===== src/rtl/mem_access_unit.sv =====
// Bridges the MEM-stage single-cycle access interface onto a req/ack data-RAM bus,
// stalling the pipeline until the bus completes or times out. Optional MEM_ALIGN_CHECK_EN.
module mem_access_unit #(
   parameter int ADDR_WIDTH = 32,
   parameter int DATA_WIDTH = 32,
   parameter int TIMEOUT    = 16
) (
   input  logic                  clk,
   input  logic                  rst_n,
   input  logic                  mem_ren,
   input  logic                  mem_wen,
   input  logic [ADDR_WIDTH-1:0] mem_addr,
   input  logic [DATA_WIDTH-1:0] mem_dout,
   output logic [DATA_WIDTH-1:0] mem_din,
   output logic                  mem_stall,
   output logic                  bus_req,
   output logic                  bus_we,
   output logic [ADDR_WIDTH-1:0] bus_addr,
   output logic [DATA_WIDTH-1:0] bus_wdata,
   input  logic                  bus_ack,
   input  logic [DATA_WIDTH-1:0] bus_rdata,
`ifdef MEM_ALIGN_CHECK_EN
   output logic                  align_err,
`endif
   output logic                  timeout_err
);

   localparam int CNT_W = 8;
   localparam logic [CNT_W-1:0]      CNT_LIMIT = CNT_W'(TIMEOUT - 1);
   localparam logic [DATA_WIDTH-1:0] TMO_DATA  = DATA_WIDTH'(32'hDEAD_BEEF);

   typedef enum logic [1:0] {IDLE, BUSY, DONE} state_t;

   state_t                  state_q, state_d;
   logic                    we_q, we_d;
   logic [ADDR_WIDTH-1:0]   addr_q, addr_d;
   logic [DATA_WIDTH-1:0]   wdata_q, wdata_d;
   logic [DATA_WIDTH-1:0]   din_q, din_d;
   logic [CNT_W-1:0]        cnt_q, cnt_d;
   logic                    terr_q, terr_d;
   logic                    req;
   logic                    misaligned;
`ifdef MEM_ALIGN_CHECK_EN
   logic                    align_q, align_d;
`endif

   assign req = mem_ren | mem_wen;
`ifdef MEM_ALIGN_CHECK_EN
   assign misaligned = |mem_addr[1:0];
`else
   assign misaligned = 1'b0;
`endif

   always_ff @(posedge clk or negedge rst_n) begin
      if (!rst_n) begin
         state_q <= IDLE;
         we_q    <= 1'b0;
         addr_q  <= '0;
         wdata_q <= '0;
         din_q   <= '0;
         cnt_q   <= '0;
         terr_q  <= 1'b0;
`ifdef MEM_ALIGN_CHECK_EN
         align_q <= 1'b0;
`endif
      end else begin
         state_q <= state_d;
         we_q    <= we_d;
         addr_q  <= addr_d;
         wdata_q <= wdata_d;
         din_q   <= din_d;
         cnt_q   <= cnt_d;
         terr_q  <= terr_d;
`ifdef MEM_ALIGN_CHECK_EN
         align_q <= align_d;
`endif
      end
   end

   always_comb begin
      state_d = state_q;
      we_d    = we_q;
      addr_d  = addr_q;
      wdata_d = wdata_q;
      din_d   = din_q;
      cnt_d   = cnt_q;
      terr_d  = terr_q;
`ifdef MEM_ALIGN_CHECK_EN
      align_d = 1'b0;
`endif
      case (state_q)
         IDLE: begin
            cnt_d = '0;
            if (req) begin
               if (misaligned) begin
                  // Misaligned access never reaches the bus; reads return zero.
                  state_d = DONE;
`ifdef MEM_ALIGN_CHECK_EN
                  align_d = 1'b1;
`endif
                  if (!mem_wen) din_d = '0;
               end else begin
                  // Write wins when both strobes are set.
                  we_d    = mem_wen;
                  addr_d  = mem_addr & ~ADDR_WIDTH'(3);
                  wdata_d = mem_dout;
                  state_d = BUSY;
               end
            end
         end
         BUSY: begin
            // An ack landing on the limit cycle still completes normally.
            if (bus_ack) begin
               if (!we_q) din_d = bus_rdata;
               cnt_d   = '0;
               state_d = DONE;
            end else if (cnt_q == CNT_LIMIT) begin
               terr_d  = 1'b1;
               if (!we_q) din_d = TMO_DATA;
               cnt_d   = '0;
               state_d = DONE;
            end else begin
               cnt_d = cnt_q + 1'b1;
            end
         end
         DONE:    state_d = IDLE;
         default: state_d = IDLE;
      endcase
   end

   assign mem_stall   = ((state_q == IDLE) && req) || (state_q == BUSY);
   assign bus_req     = (state_q == BUSY);
   assign bus_we      = we_q;
   assign bus_addr    = addr_q;
   assign bus_wdata   = wdata_q;
   assign mem_din     = din_q;
   assign timeout_err = terr_q;
`ifdef MEM_ALIGN_CHECK_EN
   assign align_err   = align_q;
`endif

endmodule

===== config.mk =====
export PLATFORM = sky130hd
export DESIGN_NAME = mem_access_unit
export DESIGN_NICKNAME = d
export VERILOG_FILES = /design/src/rtl/mem_access_unit.sv
export SDC_FILE = /design/constraint.sdc
export NUM_CORES = 1
export LEC_CHECK = 0
export BUFFER_PORTS_ARGS = -buffer_cell sky130_fd_sc_hd__buf_2
export CORE_MARGIN = 1
export CORE_UTILIZATION = 49
export DETAILED_ROUTE_END_ITERATION = 12
export PLACE_DENSITY = 0.9
export SKIP_LAST_GASP = 1
export SYNTH_ARGS = -nofsm -noshare
export SYNTH_HDL_FRONTEND = slang
export SYNTH_SLANG_ARGS = --single-unit

===== constraint.sdc =====
create_clock -name clk -period 2.8 [get_ports clk]
set_input_delay 0.56 -clock clk [delete_from_list [all_inputs] [get_ports clk]]
set_output_delay 0.56 -clock clk [all_outputs]
set_load 0.03 [all_outputs]

======== Word level (Yosys, flattened, before mapping) ========
Index checks and enable logic that the tools add are counted.
W data, S select, Z words.
word-level totals
  register bits ........................... 106
  output and inout bits ................... 100
  logic and storage cells ................. 35
cells by class
  add/sub/neg operators ................... 1
  eq/ne operators ......................... 4
  muxes and demuxes ....................... 11
  bitwise logic cells ..................... 3
  reduce and logical (&&, ||, !) cells .... 9
operator list
  cell                   count
  $mux W32               4
  $mux W8                2
  $pmux W8 S2            1
  $add A8 B1 Y8 const B  1
  $eq A8 B4 Y1 const B   1
  $mux W2                3
  $reduce_and A3 Y1      2
  $pmux W2 S2            1
  $reduce_and A2 Y1      2
  $reduce_bool A2 Y1     2
  $ne A3 B1 Y1 const B   1
  $eq A2 B1 Y1 const B   1
  $logic_not A2 Y1       1
  $ne A2 B2 Y1 const B   1
  $not A1 Y1             2
  $logic_and A1 B1 Y1    1
  $logic_or A1 B1 Y1     1
  $or A1 B1 Y1           1

======== Depth between registers and ports, before layout ========
  word-level depth ........................ 4
  depth in mapped cells ................... 6
  mapped depth without buffers ............ 5

======== Worst setup path after synthesis ========
No wires, ideal clock.
  kind .................................... input to output
  start point ............................. input mem_wen
  end point ............................... output mem_stall
  arrival ................................. 1.495 ns
  data required time ...................... 2.240 ns
  path slack .............................. 0.745 ns
  stages on the path ...................... 3
  buffers on the path ..................... 1
  cells stage by stage .................... o21ai_1 -> clkbuf_1 -> nand2_1
on the way
  longest elaborated chain between the ends .. 3
RTL lines
  item                 line  RTL
  start, declared      11    input logic mem_wen,
  $or A1 B1 Y1         47    assign req = mem_ren | mem_wen;
  $logic_and A1 B1 Y1  131   assign mem_stall = ((state_q == IDLE) && req) || (state_q == BUSY);
  $logic_or A1 B1 Y1   131
  end, declared        15    output logic mem_stall,
Every way passes these cells.

======== Final worst setup path ========
  start point ............................. register state_q[1]
  end point ............................... output mem_stall
on the way
  longest elaborated chain between the ends .. 3
  elaborated cells on any way between the ends .. 4
  those cells by class .................... eq/ne: 1; reduce/logical: 3
RTL lines
  item                    line  RTL
  start, declared         34    state_t state_q, state_d;
  start signal, assigned  67    state_q <= state_d;
  $logic_not A2 Y1        131
  $logic_and A1 B1 Y1     131
  $logic_or A1 B1 Y1 (*)  131
Every way passes the cells marked *; elsewhere a longest branch is shown, timed or not.

==> impl_metrics.csv <==
group,metric,value,unit
critical_path,r2r-end,"mem_din[11]",
route,drt_iter0_markers,106,
final_layout,syn2layout_area_growth,31.79,%
route,vias_per_cell,4.920,
timing,setup_violations,0,
clock_network,path_clk_slew,0.09,ns
place,hpwl,7.031,mm
power,powerDensity,1324,nW/um^2
clock_network,cts_resized,0,
timing,slew-limit-headroom,0.4942,
global_routing,grt_usage,0.2307,
clock_network,ctsLongestPathBuffers,2,
floorplanning,fp.coreArea,7888,um^2
critical_path,critPathLaunch,"state_q[1]",
route,vias,3439,
floorplanning,initial_core_util,0.5174,
power,ir_drop,788.1,uV
timing,finalSetupTns,0,ns
critical_path,worstSetupPathType,"reg -> out",
flow_run,cap_violations,0,
critical_path,worstRegToRegCells,4,
synth,yosysWarnings,0,
synth,async_flop_share,1.000,
clock_network,cts.htree.levels,3,
timing,fmax,0.4614,GHz
synth,ys.flop_type,"dfrtp_1",
power,comb_power_share,0.486,
timing,fin_skew,0.007519,ns
clock_network,numClockSinks,106,
critical_path,cp-endpoint,"mem_stall",
synth,synth_edf_count,0,
critical_path,critPathCaptureType,"output pin",
synth,netlist_area,4081,um^2
global_routing,grt_pass1_wl,15.74,mm
synth,syn_avg_cell_area,10.13,um^2
timing,finalHoldViolCount,0,
clock_network,root_buffer,"clkbuf_8",
floorplanning,die_w,93.27,um
synth,synthTopCellsByArea,"dfrtp_1 65%, nand2_1 18%, o22a_1 5.2%",
route,drc,0,
clock_network,cts_tree,"yes",
global_routing,antenna_found_initial,0,
timing,whs,0.03067,ns
timing,period_needed,2.167,ns
critical_path,r2r-start,"state_q[1]",
synth,synth_common_cells,"200 x nand2_1, 106 x dfrtp_1, 24 x o22a_1",
route,routed_wirelength,9.664,mm
place,gp_congestion,0.7623,
power,p_leak,2.963,nW
global_routing,grt_start_max_net_pins,64,
run_status,status,"finished clean",
final_layout,n_antenna_cell,0,
global_routing,overflow,0,
floorplanning,rows,32,
power,p_sw_frac,0.4640,
critical_path,path_cells,"nor2_1 -> o21ai_4 -> nand2_1 -> buf_2",
critical_path,r2r_slack,0.72,ns
place,dp.cells,685,
power,power.share.sequential,0.364,
final_layout,final_net_count,696,
synth,yosysTopAreaCell,"dfrtp_1",
timing,min_period_over_period,0.7740,
timing,final_max_slew_viol_count,0,
critical_path,slowest_delay,0.54,ns
final_layout,drive_above_1_share,0.3702,
final_layout,fin_util,0.6819,
power,power_switching,3.303,mW
synth,netlist_instances,403,
timing,grt_setup_unrepaired,"no",
floorplanning,fp.dieH,93.27,um
synth,synth_top_area_frac,0.6499,
place,portBuffers,196,
final_layout,instances_no_fill,699,
critical_path,crit_path_top_delay_cell,"dfrtp_1",
route,dr.pass1.iters,4,
critical_path,critical_path.startpoint_type,"flop",
global_routing,grt_pass1_vias,3577,
clock_network,clk_latency,0.34,ns
clock_network,post_cts_buffers,0,
critical_path,crit_arrival,1.61,ns
min_path,hold_path.class,"in -> async",
timing,tightest_slew,0.7569,ns
power,pwr-share-clk,0.150,
critical_path,required,2.24,ns
synth,synth_cell_type_count,30,
synth,yosysMostFrequentCell,"nand2_1",
floorplanning,die_area,8698,um^2
clock_network,cts_buffers,9,
route,postRouteAntennaNets,0,
power,intPower,3.816,mW
floorplanning,io_pins,201,
synth,yosysSeqAreaShare,0.6499,
clock_network,hold_buffers,0,
critical_path,cp_max_fo,15,
synth,yosys_register_bits,106,
route,wl_per_cell,13.83,um
sequential cells by signal (all words and copies together), names as in the netlist:
register,count
mem_din,32
timeout_err,1
bus_we,1
bus_wdata,32
state_q,2
cnt_q,8
bus_addr,30
metrics by stage:
stage | area, um^2 | setup slack (ns) | total power, mW
after global routing | 5379 | 0.4773 | 7.561
after CTS | 5379 | 0.6186 | 7.180
after detailed placement | 5150 | 0.7184 | 6.107
after floorplan | 4085 | 0.7454 | 5.005
final | 5379 | 0.6329 | 7.119
after global placement | 5150 | 0.7841 | 5.980
layout make-up:
cell class / instances / area (um^2)
Multi-Input combinational cell: 276 / 1340
Inverter: 1 / 3.754
Tap cell: 102 / 127.6
Sequential cell: 106 / 2653
Timing Repair Buffer: 200 / 1026
Clock buffer: 9 / 123.9
Fill cell: 583 / 2509
Clock inverter: 5 / 105.1
power groups by stage:
stage / clock network [mW] / logic, mW / registers [mW]
floorplan: 0 / 1.07 / 3.93
detailed placement: 0 / 3.50 / 2.61
finish: 1.07 / 3.46 / 2.59
global placement: 0 / 3.40 / 2.58
CTS: 1.09 / 3.50 / 2.59
global route: 1.15 / 3.74 / 2.68
metal layers:
| layer | vias to the layer above | part of all wire | global-route usage |
|---|---|---|---|
| met1 | 1587 | 0.40 | 0.2614 |
| met3 | 20 | 0.088 | 0.06911 |
| li1 | 1675 | - | - |
| met2 | 157 | 0.49 | 0.4063 |
| met5 | - | 0 | 0 |
| met4 | 0 | 0.019 | 0.09231 |
cells by family after synthesis:
group	count (synthesis)	share of synthesized area
xor+xnor	2	0.004293
simple gates	219	0.2131
mux	1	0.002453
buf+inv	22	0.02575
other cells	1	0.0009188
flops	106	0.6499
compound gates	51	0.1005
fa+ha+maj	1	0.003065
worst max-delay path: cells and delay by family, from the launching register on:
kind            cells  cell delay, ns
buf+inv             1            0.19
flops               1            0.54
compound gates      1            0.10
simple gates        2            0.43
worst min path at each step:
stage,end,start,cells past startpoint,slack [ns]
global route,mem_din[8],rst_n,1,0.02
floorplan,bus_addr[10],rst_n,0,0.26
CTS,mem_din[8],rst_n,1,0.02
detailed placement,mem_din[8],rst_n,1,0.40
global placement,mem_din[8],rst_n,1,0.40
finish,mem_din[8],rst_n,1,0.03
placed cells by master, fill, tap and decap left out:
cell	n
buf_12	1
mux2i_1	1
o21a_4	1
o21ai_4	1
clkinvlp_4	2
nor2_1	6
nand2_1	200
buf_4	4
o21ai_0	7
o22a_1	24
a22o_1	9
nor3_1	1
o21ai_2	1
clkbuf_8	9
nor3_4	1
and2_1	1
ha_1	1
bufinv_16	3
xnor2_1	2
conb_1	2
o21a_2	1
or3_1	2
inv_1	1
nand2b_1	3
o31ai_2	1
a21oi_1	3
or3_4	1
nor4b_1	1
dfrtp_1	106
nor3b_1	1
a21o_1	3
buf_2	195
nand3_1	2
Power figures use the tool's default switching activity.
